### config.mk
export PLATFORM = sky130hd
export DESIGN_NAME = glitch_seq
export DESIGN_NICKNAME = d
export VERILOG_FILES = /design/src/rtl/glitch_seq.sv
export SDC_FILE = /design/constraint.sdc
export NUM_CORES = 1
export LEC_CHECK = 0
export CORE_MARGIN = 1
export CORE_UTILIZATION = 55
export DETAILED_ROUTE_END_ITERATION = 7
export GPL_TIMING_DRIVEN = 0
export PLACE_DENSITY = 0.79
export SLEW_MARGIN = 20
export SYNTH_ARGS = -nofsm -noshare
export SYNTH_HDL_FRONTEND = slang
export SYNTH_SLANG_ARGS = --single-unit
### constraint.sdc
create_clock -name clk -period 4 [get_ports clk]
set_clock_uncertainty 0.05 [all_clocks]
set_input_delay 0.8 -clock clk [delete_from_list [all_inputs] [get_ports clk]]
set_output_delay 0.8 -clock clk [all_outputs]
set_load 0.05 [all_outputs]
### src/rtl/glitch_seq.sv
// Clock-glitch sequencer: arm, wait for a trigger edge, then emit repeat+1 glitches
// on clk_out. Optional macro GLITCH_SEQ_TRIG_SYNC_EN adds a 2-flop trigger synchronizer.
module glitch_seq #(
  parameter int DELAY_W = 16,
  parameter int WIDTH_W = 8,
  parameter int REP_W   = 4
) (
  input  logic               clk,
  input  logic               rst_n,
  input  logic               clk_in,
  input  logic               arm,
  input  logic               abort,
  input  logic               trigger,
  input  logic [DELAY_W-1:0] delay,
  input  logic [WIDTH_W-1:0] width,
  input  logic [WIDTH_W-1:0] gap,
  input  logic [REP_W-1:0]   repeats,
  input  logic [7:0]         mode,
  output logic               clk_out,
  output logic               busy,
  output logic               done
);

  typedef enum logic [2:0] {
    S_IDLE,
    S_ARMED,
    S_DELAY,
    S_GLITCH,
    S_GAP,
    S_DONE
  } state_t;

  state_t             r_state, w_state_nxt;
  logic               r_en, w_en_nxt;
  logic [DELAY_W-1:0] r_delay, w_delay_nxt;
  logic [WIDTH_W-1:0] r_width, w_width_nxt;
  logic [WIDTH_W-1:0] r_gap, w_gap_nxt;
  logic [REP_W-1:0]   r_repeat, w_repeat_nxt;
  logic [7:0]         r_mode, w_mode_nxt;
  logic [DELAY_W-1:0] r_dcnt, w_dcnt_nxt;
  logic [WIDTH_W-1:0] r_wcnt, w_wcnt_nxt;
  logic [WIDTH_W-1:0] r_gcnt, w_gcnt_nxt;
  logic [REP_W-1:0]   r_rcnt, w_rcnt_nxt;
  logic               r_trig_prev;
  logic               w_trig, w_trig_rise;

`ifdef GLITCH_SEQ_TRIG_SYNC_EN
  logic r_trig_s1, r_trig_s2;

  always_ff @(posedge clk) begin
    if (!rst_n) begin
      r_trig_s1 <= 1'b0;
      r_trig_s2 <= 1'b0;
    end else begin
      r_trig_s1 <= trigger;
      r_trig_s2 <= r_trig_s1;
    end
  end

  assign w_trig = r_trig_s2;
`else
  assign w_trig = trigger;
`endif

  assign w_trig_rise = w_trig & ~r_trig_prev;

  always_comb begin
    // NOTE: every output of this block gets a default first, so no path can infer a latch.
    w_state_nxt  = r_state;
    w_delay_nxt  = r_delay;
    w_width_nxt  = r_width;
    w_gap_nxt    = r_gap;
    w_repeat_nxt = r_repeat;
    w_mode_nxt   = r_mode;
    w_dcnt_nxt   = r_dcnt;
    w_wcnt_nxt   = r_wcnt;
    w_gcnt_nxt   = r_gcnt;
    w_rcnt_nxt   = r_rcnt;

    if (abort) begin
      w_state_nxt = S_IDLE;
    end else begin
      unique case (r_state)
        S_IDLE: begin
          if (arm) begin
            w_delay_nxt  = delay;
            w_width_nxt  = width;
            w_gap_nxt    = gap;
            w_repeat_nxt = repeats;
            w_mode_nxt   = mode;
            w_state_nxt  = S_ARMED;
          end
        end
        S_ARMED: begin
          if (w_trig_rise) begin
            w_dcnt_nxt  = r_delay;
            w_rcnt_nxt  = r_repeat;
            w_state_nxt = S_DELAY;
          end
        end
        S_DELAY: begin
          if (r_dcnt == '0) begin
            w_wcnt_nxt  = r_width;
            w_state_nxt = S_GLITCH;
          end else begin
            w_dcnt_nxt = r_dcnt - 1'b1;
          end
        end
        S_GLITCH: begin
          if (r_wcnt != '0) begin
            w_wcnt_nxt = r_wcnt - 1'b1;
          end else if (r_rcnt != '0) begin
            w_rcnt_nxt  = r_rcnt - 1'b1;
            w_gcnt_nxt  = r_gap;
            w_state_nxt = S_GAP;
          end else begin
            w_state_nxt = S_DONE;
          end
        end
        S_GAP: begin
          if (r_gcnt == '0) begin
            w_wcnt_nxt  = r_width;
            w_state_nxt = S_GLITCH;
          end else begin
            w_gcnt_nxt = r_gcnt - 1'b1;
          end
        end
        S_DONE:  w_state_nxt = S_IDLE;
        default: w_state_nxt = S_IDLE;
      endcase
    end
  end

  // en is registered from the next state so it is glitch-free and aligned with GLITCH.
  assign w_en_nxt = (w_state_nxt == S_GLITCH);

  always_ff @(posedge clk) begin
    // NOTE: shadow registers and counters are reset too, so a post-reset sequence never
    // starts from stale configuration.
    if (!rst_n) begin
      r_state     <= S_IDLE;
      r_en        <= 1'b0;
      r_delay     <= '0;
      r_width     <= '0;
      r_gap       <= '0;
      r_repeat    <= '0;
      r_mode      <= '0;
      r_dcnt      <= '0;
      r_wcnt      <= '0;
      r_gcnt      <= '0;
      r_rcnt      <= '0;
      r_trig_prev <= 1'b0;
    end else begin
      // NOTE: non-blocking assignments so all state updates see pre-edge values.
      r_state     <= w_state_nxt;
      r_en        <= w_en_nxt;
      r_delay     <= w_delay_nxt;
      r_width     <= w_width_nxt;
      r_gap       <= w_gap_nxt;
      r_repeat    <= w_repeat_nxt;
      r_mode      <= w_mode_nxt;
      r_dcnt      <= w_dcnt_nxt;
      r_wcnt      <= w_wcnt_nxt;
      r_gcnt      <= w_gcnt_nxt;
      r_rcnt      <= w_rcnt_nxt;
      r_trig_prev <= w_trig;
    end
  end

  assign busy = (r_state != S_IDLE);
  assign done = (r_state == S_DONE);

  // Highest set mode bit among 7,3,2,1,0 selects the combine function.
  always_comb begin
    clk_out = clk_in;
    if (r_en) begin
      casez (r_mode)
        8'b1???????: clk_out = r_en;
        8'b0???1???: clk_out = ~(clk_in & r_en);
        8'b0???01??: clk_out = clk_in ^ r_en;
        8'b0???001?: clk_out = clk_in | r_en;
        8'b0???0001: clk_out = clk_in & r_en;
        default:     clk_out = clk_in;
      endcase
    end
  end

endmodule

Word-level counts from Yosys, hierarchy flattened
Index checks and enable logic that the tools add are counted.
{"block": "op_classes", "add_sub_neg": 4, "eq_ne": 18, "muxes": 25, "n_bitwise": 7, "n_reduce_logical": 15}
{"operator": "$mux W8", "count": 6}
{"operator": "$mux W16", "count": 2}
{"operator": "$pmux W16 S2", "count": 1}
{"operator": "$pmux W8 S3", "count": 1}
{"operator": "$mux W3", "count": 6}
{"operator": "$logic_not A16 Y1", "count": 1}
{"operator": "$ne A2 B2 Y1 const B", "count": 8}
{"operator": "$pmux W8 S2", "count": 1}
{"operator": "$sub A16 B1 Y16 const B", "count": 1}
{"operator": "$sub A8 B1 Y8 const B", "count": 2}
{"operator": "$pmux W3 S5", "count": 1}
{"operator": "$reduce_and A5 Y1", "count": 3}
{"operator": "$mux W4", "count": 3}
{"operator": "$eq A3 B2 Y1 const B", "count": 3}
{"operator": "$logic_not A8 Y1", "count": 1}
{"operator": "$pmux W4 S2", "count": 1}
{"operator": "$reduce_bool A8 Y1", "count": 1}
{"operator": "$eq A3 B1 Y1 const B", "count": 2}
{"operator": "$eq A3 B3 Y1 const B", "count": 2}
{"operator": "$reduce_bool A2 Y1", "count": 3}
{"operator": "$reduce_bool A3 Y1", "count": 2}
{"operator": "$eq A5 B1 Y1 const B", "count": 1}
{"operator": "$pmux W1 S5", "count": 1}
{"operator": "$eq A4 B1 Y1 const B", "count": 1}
{"operator": "other kinds (11)", "count": 15}
{"block": "word_totals", "regBits": 85, "input_bits": 50, "output_inout_bits": 3}

Logic depth before layout (Yosys ltp)
Gate-level depths: netlist of run 1.
{"block": "depth", "word_depth": 6, "mapped_depth": 9}

Worst setup path before layout of run 1
Ideal clock, no wire load.
{"block": "synth_timing", "path_type": "register to register", "start": "reg r_dcnt[0]", "end": "reg r_wcnt[6]", "arrival_ps": 2590, "setup_slack_ps": 1226, "stages_incl_launch_ff": 10, "n_path_buf": 2, "path_cell_list": "dfxtp_1 inv_1 ha_1 or3b_4 or4b_1 buf_2 or4_4 buf_6 a2111oi_4 o32ai_1"}
{"block": "synth_via", "elab_chain_cells": 3}
{"element": "start: declaration", "line": "40", "source": "logic [DELAY_W-1:0] r_dcnt, w_dcnt_nxt;"}
{"element": "start signal: assignment", "line": "162", "source": "r_dcnt <= w_dcnt_nxt;"}
{"element": "$logic_not A16 Y1", "line": "102", "source": "if (r_dcnt == '0) begin"}
{"element": "$ne A2 B2 Y1 (no line)"}
{"element": "$reduce_and A5 Y1 (no line)"}
{"element": "end signal: assignment", "line": "163", "source": "r_wcnt <= w_wcnt_nxt;"}
{"element": "end: declaration", "line": "41", "source": "logic [WIDTH_W-1:0] r_wcnt, w_wcnt_nxt;"}
Every way passes these cells.
A chain may end at the register's enable or synchronous reset.

Worst setup path after layout of run 1
{"block": "layout_timing", "start": "in clk_in", "end": "out clk_out"}
{"block": "layout_via", "elab_chain_cells": 4, "word_cells_on_any_way": 6, "cone_classes": "2 x mux; 4 x bitwise"}
{"element": "start: declaration", "line": "10", "source": "input logic clk_in,"}
{"element": "$and A1 B1 Y1", "line": "179, 182"}
{"element": "$not A1 Y1", "line": "179", "source": "8'b0???1???: clk_out = ~(clk_in & r_en);"}
{"element": "$pmux W1 S5", "line": "177", "source": "casez (r_mode)"}
{"element": "$mux W1 *", "line": "176", "source": "if (r_en) begin"}
{"element": "end: declaration", "line": "19", "source": "output logic clk_out,"}
Every way passes the cells marked *; elsewhere a longest branch is shown, timed or not.

==> impl_results.md, run 1 <==
* Source-to-sink clock delay at the later pin of the worst-skew pair at 0.35 ns
* Maximum ir drop on the vdd rail at around 0.19 mV
* Total negative slack for setup checks at 0 ns
* Commonest register cell after synthesis: dfxtp_1
* TritonRoute pass-1 iters at 5
* CTS tree: built
* Inst Count DP at around 690
* Routed wire length at about 11,000 µm
* Vias after detailed routing at 4,179
* CTS resizes at 0
* Via/cell ratio at 5.89
* Maximum clock insertion buffer count at 2
* Area used by multi-input combinational logic at between 2000 and 2500 µm²
* Dpl hpwl at 8040 µm
* Crit-path slowest cell: clkdlybuf4s50_1
* Cell type contributing the most total cell area after synthesis: dfxtp_1
* Overall overflow remaining after global route at 0
* Sw Pwr at 0.418 mW
* Kind of start point of the critical path: input port
* Capturing element type of the critical path: primary output
* Global-route wire length before repair at 17,600 µm
* Delay-heaviest family, CP: buffers and inverters
* Count of H-tree levels built during CTS at 3
* Worst Path Required at between 3 and 4 ns
* Worst slew margin relative to its limit at 26.9%
* Maximum clock frequency at 270 MHz
* Via count of the first global-routing pass at approximately 3,700
* Net Count, Synth at 602
* Final Instance Area at between 4000 and 5000 µm²
* Storage element area at 1640 µm²
* Share of layout cells above drive strength 1 at under 10%
* Top Ports at 53
* Proportion of register bits with asynchronous set or reset after synthesis at 0%
* Cells after Synth at 545
* Worst slew pin tran at 1.09 ns
* Count of clock tree sinks at 82
* Initial DRC Count at 354
* Category of the critical setup timing path: input port to primary output
* Top cell types by occurrence after synthesis: nand2_1, a21oi_1, dfxtp_1
* Clock root cell: clkbuf_8
* Top-count cell post-synth: nand2_1
* Number of flops mapped to enable cells by yosys at 0
* Hold_buf cts at 0
* Setup violation total in the final timing report at 0
* Leakage power at 1.71 nW
* Count of yosys warnings during synthesis at 0
* Tot GR Track Use at slightly below 30%
* DIE HEIGHT at between 80 and 90 µm
* Crit-path max cell delay at 0.79 ns
* Final count of hold timing violations at 0
* WL per Instance at 15.7 µm
* Starting density of the core at 56.9%
* Minimum clock period after layout at 3.71 ns
* Internal cell power at 1.16 mW
* Clock buffer count from CTS at 9
* Remaining number of nets flagged by the antenna check after routing at 0
* Total power draw at 1.58 mW
* Placed instance area at 4740 µm²
* Drc violations at 0
* Number of distinct standard cells referenced by the synthesized netlist at 56
* Die area at roughly 7900 µm²
* Biggest fanout along the worst timing path at 3
* Share of synthesized area occupied by flip-flops and latches at 39.7%
* Final std cells w/o fill at 709
* Synth top area cells: dfxtp_1, nand2_1, a21oi_1, clkbuf_1, nor2_1
* Cells along the critical path: clkdlybuf4s50_1 -> ha_1 -> nand2_1 -> mux2i_1 -> mux2i_1 -> o21ai_0 -> a22o_1 -> clkdlybuf4s50_1
* Switching share of total power at between 20% and 30%
* Standard cell core area at slightly above 7000 µm²
* Antenna violations before repair at 0
* Per-instance average area after synthesis at 7.58 µm²
* Buf+Inv Stages, Crit Path at 2
* Portion of the clock cycle consumed by the worst path in the final layout at between 90% and 100%
* Share of Yosys cell area claimed by the top area cell type at 39.7%
* Total setup buffers inserted after CTS at 0
* Number of antenna repair diodes at 0
* Part of the total power dissipated in combinational logic at about 11%
* IO Port Bufs at just under 50
* Final Slew Violations at 0
* Sequential share of power at a little over half
* Combined area of all synthesized cells at 4130 µm²
* Pin count of the biggest net entering global routing at 14
* Clock transition time at the flip-flop clock pins of the worst setup and hold paths at 0.08 ns
* Filler Cell Count at 649
* Area growth from synthesis to final layout at 19.0%
* Power per Cell Area at 321 nW/µm²
* FF+latch count, synth at just over 80
* Horiz. Die Dim at between 80 and 90 µm
* Final nets at approximately 660
* Max-cap viol count at 0
* Portion of total power attributed to the clock network at between 30% and 40%
* Result of the run: finished clean
* GPL Wtd Cong at 0.961
* Number of cell rows at 31
* Class of the most critical hold timing path: flop to flop
* WP data arrival at 2.86 ns
* Unrepaired setup endpoints after global routing: no
per-stage QoR:
step,setup slack (ns),util [%],hold slack [ns]
floorplan,1.23,-,0.383
global placement,0.354,65.4,0.396
detailed placement,0.284,65.4,0.400
CTS,0.282,67.8,0.411
global route,0.203,67.8,0.426
finish,0.295,67.8,0.414
area by class of cell:
type	count	share of cell area, %
multi-input combinational	408	46.2
buffer	39	3.18
sequential	82	33.4
timing repair buffer	49	9.98
clock inverter	5	0.611
clock buffer	11	2.88
inverter	16	1.22
tap	99	2.52
placed cells by master, fill, tap and decap left out, types with 4 or more instances in the layout:
| cell | n |
|---|---|
| o22ai_1 | 4 |
| o32ai_1 | 9 |
| dfxtp_1 | 82 |
| mux2i_1 | 5 |
| nand4_1 | 4 |
| nor4_1 | 6 |
| nor3b_1 | 4 |
| clkbuf_8 | 10 |
| o21ai_1 | 7 |
| o31ai_1 | 6 |
| nand3_1 | 5 |
| ha_1 | 7 |
| a31oi_1 | 5 |
| nand2b_1 | 4 |
| clkdlybuf4s50_1 | 49 |
| nand3b_1 | 5 |
| o21ai_0 | 18 |
| a21oi_1 | 83 |
| or3_1 | 12 |
| nor3_1 | 12 |
| nor2_1 | 26 |
| o221a_1 | 4 |
| clkbuf_1 | 37 |
| o211ai_1 | 4 |
| nand2_1 | 129 |
| inv_1 | 15 |
| a41oi_1 | 4 |
tightest hold or removal path, stage by stage (launching register included):
cell and delay (ns):
dfxtp_1 0.32, nand2_1 0.05, a21oi_1 0.05
power by group through the flow:
stage,logic [mW],clock network (mW),registers [mW]
floorplan,0.0965,0,0.868
global placement,0.170,0,0.874
detailed placement,0.174,0,0.875
CTS,0.175,0.546,0.856
global route,0.195,0.579,0.859
finish,0.176,0.545,0.856
layer usage:
metal	vias up	share of wire (%)	track usage (%)
met5	-	0	0
met4	0	1.9	11.9
met3	19	7.2	4.85
met2	170	45	46.2
met1	1928	45	39.4
li1	2062	-	-
registers in the layout, summed over array words and instances, names as in the netlist, 3 cells and up:
name and cells:
r_wcnt 8, r_repeat 4, r_gap 8, r_mode 5, r_delay 16, r_state 3, r_dcnt 16, r_rcnt 4
r_width 8, r_gcnt 8
path summary, 6_finish.rpt:
kind	end	startpoint	slack, ns	cells past startpoint
hold reg to reg	r_gap[6]	r_gap[6]	0.41	2
hold / removal	r_gap[6]	r_gap[6]	0.41	2
setup / recovery	clk_out	clk_in	0.29	8
setup reg to reg	r_wcnt[5]	r_dcnt[0]	0.88	8
cells by family after synthesis:
family	Yosys count	synth area share, %
DFF	82	39.7
adders and majority gates	7	2.12
muxes	6	1.48
AOI/OAI and AO/OA	167	25.5
buffers and inverters	55	5.24
and+or+nand+nor	228	25.9
Power figures use the tool's default switching activity.
==> run 2: changes to the inputs <==
- HOLD_SLACK_MARGIN: not set -> 0.08
- MAX_ROUTING_LAYER: not set -> met4
==> run 2 against run 1 <==
  * Final area is 0.33% higher
  * Flip-flop and latch count stayed put
  * Clock-buffer cell count is 1 higher
  * Via count is 2.7% higher
  * Die area stayed put
  * Sequential share of layout area is 0.11 points lower
  * Non-clock buffer count stayed put
  * Total power is 2.8% higher
  * Setup slack hardly changed
  * Sequential power hardly changed
  * Largest power group unchanged
==> impl_results.md, run 2 (same netlist as run 1, synthesis figures left out) <==
* Result of the run: finished clean (unchanged)
* Fin worst setup slack at 0.295 ns (about the same)
* Worst slew margin relative to its limit at 27.4% (was 26.9%)
* Final nets at 662 (unchanged)
* Max-cap viol count at 0 (unchanged)
* IO Port Bufs at 49 (unchanged)
* Largest regs: r_dcnt: 16 flops, r_delay: 16 flops (unchanged)
* Total power draw at 1.62 mW (was 1.58 mW)
* Portion of the clock cycle consumed by the worst path in the final layout at 92.6% (about the same)
* DIE HEIGHT at 88.7 µm (unchanged)
* Buf+Inv Stages, Crit Path at 3 (was 2)
* CTS resizes at 0 (unchanged)
* Final count of hold timing violations at 0 (unchanged)
* Final Instance Area at 4930 µm² (was 4920 µm²)
* Initial DRC Count at 357 (was 354)
* Vias after detailed routing at 4,293 (was 4,179)
* Utilization after layout at 68.0% (was 67.8%)
* Via/cell ratio at 6.06 (was 5.89)
* Clock buffer count from CTS at 9 (unchanged)
* Worst slew pin tran at 1.09 ns (about the same)
* Standard cell core area at 7250 µm² (unchanged)
* Routed wire length at 11,400 µm (was 11,100 µm)
* Setup violation total in the final timing report at 0 (unchanged)
* Pin count of the biggest net entering global routing at 14 (unchanged)
* Final Slew Violations at 0 (unchanged)
* Via count of the first global-routing pass at 3,951 (was 3,744)
* Share of layout cells above drive strength 1 at 4.26% (was 4.59%)
* Maximum clock frequency at 270 MHz (about the same)
* Total setup buffers inserted after CTS at 0 (unchanged)
* Count of clock tree sinks at 82 (unchanged)
* Class of the most critical hold timing path: flop to flop (unchanged)
* Global-route wire length before repair at 18,300 µm (was 17,600 µm)
* Crit-path slowest cell: clkdlybuf4s50_1 (unchanged)
* Kind of start point of the critical path: input port (unchanged)
* WL per Instance at 16.1 µm (was 15.7 µm)
* Inst Count DP at 693 (unchanged)
* Source-to-sink clock delay at the later pin of the worst-skew pair at 0.36 ns (was 0.35 ns)
* Smallest hold slack at 0.414 ns (about the same)
* Hold_buf cts at 0 (unchanged)
* Maximum ir drop on the vdd rail at 0.174 mV (was 0.195 mV)
* Number of antenna repair diodes at 0 (unchanged)
* Capturing element type of the critical path: primary output (unchanged)
* Area growth from synthesis to final layout at 19.4% (was 19.0%)
* Clock root cell: clkbuf_8 (unchanged)
* Delay-heaviest family, CP: buffers and inverters (unchanged)
* Total negative slack for setup checks at 0 ns (unchanged)
* Drc violations at 0 (unchanged)
* Most used cells in the layout excluding fill and tap cells: nand2_1, a21oi_1, dfxtp_1 (unchanged)
* CTS tree: built (unchanged)
* Clock transition time at the flip-flop clock pins of the worst setup and hold paths at 0.08 ns (about the same)
* Cells along the critical path: clkdlybuf4s50_1 -> inv_1 -> ha_1 -> mux2i_1 -> mux2i_1 -> o21ai_0 -> a22o_1 -> clkdlybuf4s50_1 (was clkdlybuf4s50_1 -> ha_1 -> nand2_1 -> mux2i_1 -> mux2i_1 -> o21ai_0 -> a22o_1 -> clkdlybuf4s50_1)
* Unrepaired setup endpoints after global routing: no (unchanged)
* Top Ports at 53 (unchanged)
* Number of cell rows at 31 (unchanged)
* Final std cells w/o fill at 709 (unchanged)
* Leakage power at 1.71 nW (about the same)
* Remaining number of nets flagged by the antenna check after routing at 0 (unchanged)
* Hold Crit Depth at 2 (unchanged)
* Dpl hpwl at 8250 µm (was 8040 µm)
* Biggest fanout along the worst timing path at 3 (unchanged)
* Count of H-tree levels built during CTS at 3 (unchanged)
* Placed instance area at 4740 µm² (unchanged)
* Antenna violations before repair at 0 (unchanged)
* Crit-path max cell delay at 0.79 ns (about the same)
* WP data arrival at 2.86 ns (about the same)
* GPL Wtd Cong at 0.925 (was 0.961)
* Tot GR Track Use at 31.1% (was 29.1%)
* Cell count along the critical path at 8 (unchanged)
* Starting density of the core at 56.9% (unchanged)
* Die area at 7860 µm² (unchanged)
* Horiz. Die Dim at 88.7 µm (unchanged)
* Minimum clock period after layout at 3.71 ns (about the same)
* Category of the critical setup timing path: input port to primary output (unchanged)
* Overall overflow remaining after global route at 0 (unchanged)
* Power per Cell Area at 329 nW/µm² (was 321 nW/µm²)
* TritonRoute pass-1 iters at 5 (unchanged)
* Worst Path Required at 3.15 ns (about the same)
* Worst R2R Path Depth at 8 (unchanged)
* Setup slack after placement at 0.276 ns (was 0.284 ns)
* Maximum clock insertion buffer count at 2 (unchanged)
* Most common cell after layout, fill and taps aside: nand2_1 (unchanged)
run 2: final timing paths:
path                  start   endpoint  slack [ns]
setup / recovery     clk_in    clk_out        0.29
hold / removal     r_gap[5]   r_gap[5]        0.41
setup reg to reg  r_dcnt[0]  r_wcnt[7]        0.90
hold reg to reg    r_gap[5]   r_gap[5]        0.41
run 2: final cells by class:
class	instances	area [µm²]
Tap cell	99	124
Clock buffer	12	135
Multi-Input combinational cell	408	2270
Timing Repair Buffer	49	490
Sequential cell	82	1640
Clock inverter	4	52.6
Buffer	39	156
Fill cell	652	2320
Inverter	16	60.1
run 2: where the power goes:
part	switching (mW)	internal, mW	leakage, nW
clock network	0.298	0.289	0.0828
logic	0.0975	0.0811	0.964
registers	0.0173	0.839	0.665
run 2: routing by layer:
metal	routed length (µm)	GRT usage (%)
met1	5050	40.5
met3	909	4.01
met5	0	-
met4	280	14.1
met2	5180	48.4
run 2: tightest hold or removal path: cells and delay by family (launching register included):
kind,cells,cell delay (ns)
simple gates,1,0.05
flops,1,0.32
compound gates,1,0.05
==> run 3: changes to the inputs <==
- MAX_ROUTING_LAYER: met4 -> not set
- SETUP_SLACK_MARGIN: not set -> 0.15
==> results of run 3 <==
The final DEF is identical to that of run 1; final timing and power are the same.
